## src/rtl/lfsr_gen_if.sv

```systemverilog
// Control/observe bundle between the LFSR pattern source and its controller.
// master drives step/seed controls; slave (lfsr_gen) returns pattern and status.
interface lfsr_gen_if #(
    parameter int WIDTH = 12
);
    logic             en;
    logic             seed_load;
    logic [WIDTH-1:0] seed_in;
    logic             lfsr_ouptut;
    logic             max_tick_reg;
    logic [WIDTH-1:0] lfsr_state;
    logic [WIDTH-1:0] period_cnt;
    logic             lockup_err;

    modport master (
        output en, seed_load, seed_in,
        input  lfsr_ouptut, max_tick_reg, lfsr_state, period_cnt, lockup_err
    );

    modport slave (
        input  en, seed_load, seed_in,
        output lfsr_ouptut, max_tick_reg, lfsr_state, period_cnt, lockup_err
    );
endinterface

```

## src/rtl/lfsr_gen.sv

```systemverilog
// Fibonacci LFSR pattern source with period tick, seed load and zero-seed guard; 1-cycle latency.
// No backpressure: en gates stepping, all outputs hold while en=0 (tick drops to 0).
module lfsr_gen #(
    parameter int               WIDTH = 12,
    parameter logic [WIDTH-1:0] TAPS  = 12'h829,
    parameter logic [WIDTH-1:0] SEED  = 12'h001
) (
    input  logic      clk,
    input  logic      rst,
    lfsr_gen_if.slave bus
);
    localparam logic [WIDTH-1:0] ONE = {{(WIDTH-1){1'b0}}, 1'b1};

    logic [WIDTH-1:0] state;
    logic [WIDTH-1:0] start_reg;
    logic [WIDTH-1:0] cnt;
    logic             tick;
    logic             lock_err;
    logic             fb;
    logic [WIDTH-1:0] next_state;
    logic             wrap;

    always_comb begin
        fb         = ^(state & TAPS);
        next_state = {state[WIDTH-2:0], fb};
        wrap       = (next_state == start_reg);
    end

    // Load beats step; a zero seed falls back to SEED so the register never locks at zero.
    always_ff @(posedge clk or posedge rst) begin
        if (rst) begin
            state     <= SEED;
            start_reg <= SEED;
            cnt       <= '0;
            tick      <= 1'b0;
            lock_err  <= 1'b0;
        end else if (bus.seed_load) begin
            if (bus.seed_in != '0) begin
                state     <= bus.seed_in;
                start_reg <= bus.seed_in;
                lock_err  <= 1'b0;
            end else begin
                state     <= SEED;
                start_reg <= SEED;
                lock_err  <= 1'b1;
            end
            cnt  <= '0;
            tick <= 1'b0;
        end else if (bus.en) begin
            state <= next_state;
            if (wrap) begin
                tick <= 1'b1;
                cnt  <= '0;
            end else begin
                tick <= 1'b0;
                cnt  <= cnt + ONE;
            end
        end else begin
            tick <= 1'b0;
        end
    end

    assign bus.lfsr_ouptut  = state[WIDTH-1];
    assign bus.lfsr_state   = state;
    assign bus.period_cnt   = cnt;
    assign bus.max_tick_reg = tick;
    assign bus.lockup_err   = lock_err;
endmodule

```

## src/flat_wrapper.sv

```systemverilog
// flat-port wrapper written by rule: the top's interface ports become plain ports
module lfsr_gen_flat 
#(
    parameter int               WIDTH = 12,
    parameter logic [WIDTH-1:0] TAPS  = 12'h829,
    parameter logic [WIDTH-1:0] SEED  = 12'h001
)
  (clk, rst, bus_en, bus_seed_load, bus_seed_in, bus_lfsr_ouptut, bus_max_tick_reg, bus_lfsr_state, bus_period_cnt, bus_lockup_err);
  lfsr_gen_if #(.WIDTH(WIDTH)) bus_i ();
  input  logic clk;
  input  logic rst;
  input wire logic [$bits(bus_i.en)-1:0] bus_en;
  input wire logic [$bits(bus_i.seed_load)-1:0] bus_seed_load;
  input wire logic [$bits(bus_i.seed_in)-1:0] bus_seed_in;
  output wire logic [$bits(bus_i.lfsr_ouptut)-1:0] bus_lfsr_ouptut;
  output wire logic [$bits(bus_i.max_tick_reg)-1:0] bus_max_tick_reg;
  output wire logic [$bits(bus_i.lfsr_state)-1:0] bus_lfsr_state;
  output wire logic [$bits(bus_i.period_cnt)-1:0] bus_period_cnt;
  output wire logic [$bits(bus_i.lockup_err)-1:0] bus_lockup_err;
  assign bus_i.en = bus_en;
  assign bus_i.seed_load = bus_seed_load;
  assign bus_i.seed_in = bus_seed_in;
  assign bus_lfsr_ouptut = bus_i.lfsr_ouptut;
  assign bus_max_tick_reg = bus_i.max_tick_reg;
  assign bus_lfsr_state = bus_i.lfsr_state;
  assign bus_period_cnt = bus_i.period_cnt;
  assign bus_lockup_err = bus_i.lockup_err;
  lfsr_gen #(.WIDTH(WIDTH), .TAPS(TAPS), .SEED(SEED)) u_core (.clk(clk), .rst(rst), .bus(bus_i));
endmodule
```

## config.mk

```make
export PLATFORM = sky130hd
export DESIGN_NAME = lfsr_gen_flat
export DESIGN_NICKNAME = d
export VERILOG_FILES = /design/src/rtl/lfsr_gen_if.sv /design/src/rtl/lfsr_gen.sv /design/src/flat_wrapper.sv
export SDC_FILE = /design/constraint.sdc
export NUM_CORES = 1
export LEC_CHECK = 0
export CORE_MARGIN = 4
export CORE_UTILIZATION = 50
export DETAILED_ROUTE_END_ITERATION = 8
export HOLD_SLACK_MARGIN = 0.03
export PLACE_DENSITY_LB_ADDON = 0.15
export SYNTH_ARGS = -nofsm -noshare
export SYNTH_HDL_FRONTEND = slang
export SYNTH_SLANG_ARGS = --single-unit
```

## constraint.sdc

```tcl
create_clock -name clk -period 2.17 [get_ports clk]
set_input_delay 0.3255 -clock clk [delete_from_list [all_inputs] [get_ports clk]]
set_output_delay 0.3255 -clock clk [all_outputs]
set_load 0.005 [all_outputs]
```

==> results of run 1 <==
==> worst max-delay path, delay by kind of cell (launching register included) <==
kind            cells  cell delay, ps
flops               1             420
compound gates      1             260
xor+xnor            2             720
simple gates        2             370
==> kinds of logic (layout without fill, tap and decap cells) <==
| logic type | after synthesis | in the layout |
|---|---|---|
| AND/OR/NAND/NOR | 64 | 64 |
| AO/OA/AOI/OAI | 45 | 45 |
| flip-flops | 38 | 38 |
| buffers and inverters | 24 | 70 |
| XOR/XNOR | 14 | 14 |
| multiplexers | 14 | 14 |
| adder cells (fa/ha/maj) | 1 | 1 |
==> through the flow <==
stage	worst slack [ps]	hold WS, ps	area [um^2]
after floorplan	364.3	459.6	1961
after global placement	348.9	490.9	2447
after detailed placement	274.6	509.4	2447
after CTS	273.9	461.9	2537
after global routing	136.9	498.3	2537
final	283.6	445.6	2537
==> cell type report <==
| cell class | instances | share of cell area |
|---|---|---|
| Clock buffer | 8 | 0.03550 |
| Inverter | 13 | 0.01923 |
| Multi-Input combinational cell | 138 | 0.3595 |
| Sequential cell | 38 | 0.3757 |
| Tap cell | 48 | 0.02367 |
| Timing Repair Buffer | 49 | 0.1864 |
==> per-layer routing <==
layer  routed length (um)  vias to the layer above
met3                  154                        6
li1                     -                      793
met4                   43                        0
met2                 2325                       29
met1                 1930                      794
met5                    0                        -
==> where the power goes <==
group	leakage, nW	internal (mW)	switching (mW)
logic	0.579	0.164	0.136
registers	0.483	0.759	0.0546
clock network	0.0455	0.259	0.244
total	1.11	1.18	0.435
==> final timing paths <==
path	to	depth (start not counted)
worst max register to register	u_core.bus.period_cnt[11]$_DFFE_PP0P_	5
worst max-delay path	u_core.bus.period_cnt[11]$_DFFE_PP0P_	5
worst min register to register	u_core.bus.lockup_err$_DFFE_PP0P_	1
min in group clk	u_core.bus.lockup_err$_DFFE_PP0P_	1
max in group asynchronous	u_core.bus.lfsr_state[0]$_DFFE_PP1P_	3
worst min-delay path	u_core.bus.period_cnt[2]$_DFFE_PP0P_	3
==> placed cells by master, fill, tap and decap left out, types with 2 or more instances in the layout <==
| master | count |
|---|---|
| nor2b_1 | 4 |
| buf_4 | 7 |
| a22oi_1 | 4 |
| nor3_1 | 4 |
| o21ai_0 | 22 |
| nor4_1 | 6 |
| and3_1 | 2 |
| o31a_1 | 2 |
| nand3b_1 | 2 |
| nand3_1 | 7 |
| mux2i_1 | 13 |
| xor2_1 | 11 |
| or4b_1 | 2 |
| nand2_1 | 20 |
| nor2_1 | 8 |
| a21oi_1 | 7 |
| clkbuf_1 | 2 |
| clkdlybuf4s50_1 | 42 |
| inv_1 | 13 |
| o21ai_1 | 3 |
| a31oi_1 | 4 |
| dfstp_2 | 2 |
| o21a_1 | 2 |
| clkbuf_8 | 6 |
| dfrtp_1 | 36 |
| nand4_1 | 3 |
==> flow_summary.yaml, run 1 <==
run_status:
  status: "completed"
yosys:
  synth_cells: 200
  synth_xor_area_frac: 0.07403
  synthAdderAreaFrac: 0.006382
  synth-seq-cells: 38
  synth.top_cells.by_count: "dfrtp_1, o21ai_0, nand2_1"
  synth-simple-area-share: 0.1812
  async_flop_share: 1.000
  synth_seq_area_share: 0.4863
  yosysWarnings: 0
  yosysUniqueCellTypes: 38
  synth_compound_area_frac: 0.1315
  syn_area_um2: 1961
  synth_ff_type: "dfrtp_1"
  yosys.area.top_type: "dfrtp_1"
  synthMuxAreaShare: 0.07211
  synth_edf_count: 0
  synth.area.top_cells: "dfrtp_1, mux2i_1, o21ai_0"
  synthDominantCellAreaShare: 0.4595
  yosysMostFrequentCell: "dfrtp_1"
  syn_avg_cell_area_um2: 9.803
  synth_top_family_by_area: "simple AND/OR/NAND/NOR gates"
  synth_fp_nets: 217
sta:
  rsz0062_at_grt: "false"
  maxSlewViolCount: 0
  hold_violations: 0
  finalSetupViolCount: 0
  setup_tns_ps: 0
  max_slew_margin: 0.6791
  clock-skew-final_ps: 6.115
  fmax_ghz: 0.5301
  min_period_ps: 1886
  min_period_over_period: 0.8693
  worst_pin_slew_ps: 477.0
final_layout:
  n_fill_cell: 300
  syn_to_final_growth_pct: 29.42
  fin_cells: 294
  layout-drive-gt1-share: 0.08130
  antenna_cells: 0
  multi_input_area_um2: 912.1
  fin_util: 0.6828
  nNetsFinal: 262
  regArea_um2: 953.4
worst_setup_path:
  slowest_delay_ps: 500
  path_max_fanout: 7
  worstPathRequired_ps: 2340
  end_kind: "register"
  crit_path_start: "u_core.bus.lfsr_state[3]$_DFFE_PP0P_"
  rr_startpoint: "u_core.bus.lfsr_state[3]$_DFFE_PP0P_"
  crit_path_cell_trace: "xnor3_2 -> xnor2_2 -> nand4_4 -> and4b_1 -> a221o_1"
  startpoint_type: "register"
  path_class: "reg -> reg"
  crit_path_top_delay_cell: "xnor3_2"
  arrival_ps: 2060
  r2r_slack_ps: 280
detailed_routing:
  post-route-drc-count: 0
  drt_first_iter_violations: 91
  drt_wl_total_um: 4453
  ant_nets: 0
  viasPerCell: 5.517
  wire_per_inst_um: 15.15
  vias: 1622
  dr.pass1.iters: 4
global_route:
  met3_usage: 0.04972
  grt_pass1_wl_um: 7900
  grt_max_degree: 39
  grt_usage: 0.1952
  grt_pass1_vias: 1694
  gr-total-overflow: 0
  grt_use_met1: 0.2443
  antenna_found_initial: 0
  grt_util_met2: 0.3389
  grt.busiest_layer: "met2"
floorplan:
  die_y_um: 70.62
  start_util: 0.5276
  rows: 22
  top_level_ports: 43
  die_area_um2: 4987
  core-area_um2: 3716
  die_w_um: 70.62
clocking:
  path_clk_slew_ps: 70
  cts-hold-fix-buffers: 0
  clkSinkCount: 38
  ctsHtreeMaxLevel: 2
  cts_made_buffers: 5
  ctsLongestPathBuffers: 2
  clock_latency_ps: 290
  cts_tree: "yes"
  post_cts_resized: 0
  root_buffer: "clkbuf_8"
  cts_setup_buffers: 0
worst_hold_path:
  min_path_type: "in -> async"
pwr:
  peakVddDrop_mv: 0.4817
  totalPowerFinal_mw: 1.617
  power_density_nw_per_um2: 637.2
  leakagePower_nw: 1.107
placed_design:
  place_congestion: 0.8128
  hpwl_um: 3260
  placement.io_buffers: 42
  placed_cells: 286
run:
  max-cap-violations: 0
Note: power is estimated with default switching activity, not from simulation.
==> run 2, diff against run 1 <==
Settings changed: CORE_ASPECT_RATIO set to 2.
==> run 2 against run 1 <==
Net effect: critical path depth stayed put; maximum frequency is 0.66% lower; first-iteration DRC count is 60% lower; via count rose by 1.3%; clock skew decreased by 0.65 ps; critical endpoint unchanged.
==> flow_summary.yaml, run 2 (same netlist as run 1, synthesis figures left out) <==
run_status:
  status: "completed"
detailed_routing:
  vias: 1643
  viasPerCell: 5.477
  dr.pass1.iters: 6
  drt_first_iter_violations: 36
  ant_nets: 0
  post-route-drc-count: 0
  drt_wl_total_um: 4689
  wire_per_inst_um: 15.63
clocking:
  ctsLongestPathBuffers: 2
  cts_tree: "yes"
  clkSinkCount: 38
  cts-hold-fix-buffers: 0
  path_clk_slew_ps: 80
  clock_latency_ps: 290
  ctsHtreeMaxLevel: 2
  post_cts_resized: 0
  root_buffer: "clkbuf_8"
  cts_made_buffers: 5
  cts_setup_buffers: 0
sta:
  finalWorstSetupSlack_ps: 271.1
  fmax_ghz: 0.5266
  hold_violations: 0
  min_period_over_period: 0.8751
  min_period_ps: 1899
  max_slew_margin: 0.6758
  finalSetupViolCount: 0
  setup_tns_ps: 0
  worst_pin_slew_ps: 486.4
  maxSlewViolCount: 0
  rsz0062_at_grt: "false"
  clock-skew-final_ps: 5.463
  worst_hold_slack_ps: 441.1
global_route:
  grt_pass1_vias: 1642
  antenna_found_initial: 0
  gr-total-overflow: 0
  grt_max_degree: 39
  grt_usage: 0.2080
  grt_pass1_wl_um: 7700
floorplan:
  die_y_um: 96.56
  core-area_um2: 3804
  rows: 32
  die_w_um: 52.28
  top_level_ports: 43
  die_area_um2: 5048
  start_util: 0.5155
pwr:
  totalPowerFinal_mw: 1.873
  leakagePower_nw: 1.147
  power_density_nw_per_um2: 716.1
  peakVddDrop_mv: 0.6461
final_layout:
  final_common_cell: "clkdlybuf4s50_1"
  multi_input_area_um2: 912.1
  syn_to_final_growth_pct: 33.44
  design_area_um2: 2616
  antenna_cells: 0
  final_cell_mix: "clkdlybuf4s50_1, dfrtp_1, o21ai_0"
  layout-drive-gt1-share: 0.1004
  regArea_um2: 953.4
  n_fill_cell: 330
  nNetsFinal: 265
placed_design:
  hpwl_um: 3444
  dpl-instance-area_um2: 2474
  place_congestion: 0.8354
  placement.io_buffers: 42
  place_ws_ps: 272.0
worst_setup_path:
  arrival_ps: 2080
  r2r_slack_ps: 270
  worstPathRequired_ps: 2350
  end_kind: "register"
  path_class: "reg -> reg"
  path_max_fanout: 9
  startpoint_type: "register"
run:
  max-cap-violations: 0
worst_hold_path:
  min_path_type: "in -> async"
run 2: changes by cell type in the layout (fill, tap and decap cells not counted):
cell       change
clkbuf_1       -2
bufinv_16      +2
buf_4          +3
run 2: area by class of cell:
type / instances / area share
Inverter: 13 / 0.01865
Tap cell: 51 / 0.02439
Sequential cell: 38 / 0.3644
Clock inverter: 2 / 0.02296
Timing Repair Buffer: 52 / 0.1894
Clock buffer: 6 / 0.03156
Multi-Input combinational cell: 138 / 0.3486
run 2: layer usage:
metal  vias to the layer above  part of all wire  global-route usage
met2                        48              0.54              0.3693
met1                       791              0.38              0.2259
li1                        793                 -                   -
met4                         0             0.030              0.1087
met5                         -                 0                   0
met3                        11             0.044             0.03994
run 2: final timing paths:
path | from | depth (start not counted) | end
setup / recovery | u_core.bus.lfsr_state[3]$_DFFE_PP0P_ | 5 | u_core.bus.period_cnt[11]$_DFFE_PP0P_
hold / removal | rst | 3 | u_core.bus.lfsr_state[4]$_DFFE_PP0P_
setup reg to reg | u_core.bus.lfsr_state[3]$_DFFE_PP0P_ | 5 | u_core.bus.period_cnt[11]$_DFFE_PP0P_
hold reg to reg | u_core.bus.lockup_err$_DFFE_PP0P_ | 1 | u_core.bus.lockup_err$_DFFE_PP0P_
max in group asynchronous | rst | 3 | u_core.bus.lfsr_state[0]$_DFFE_PP1P_
min in group clk | u_core.bus.lockup_err$_DFFE_PP0P_ | 1 | u_core.bus.lockup_err$_DFFE_PP0P_
run 2: stage by stage:
| step | util | cells |
|---|---|---|
| 5_1_grt | 0.6878 | 300 |
| 3_3_place_gp | 0.6503 | 292 |
| 2_1_floorplan | - | 200 |
| 4_1_cts | 0.6878 | 300 |
| 3_5_place_dp | 0.6503 | 292 |
| 6_report | 0.6878 | 300 |
run 2: critical path: stages, from the launching register on:
cell and delay (ps):
dfrtp_1 430, xnor3_2 500, xnor2_2 210, nand4_4 150, and4b_1 230, a221o_1 260
run 2: where the power goes:
| part | switching, mW | internal, mW |
|---|---|---|
| Clock | 0.260 | 0.490 |
| Sequential | 0.0524 | 0.759 |
| Combinational | 0.143 | 0.169 |
| Total | 0.455 | 1.42 |
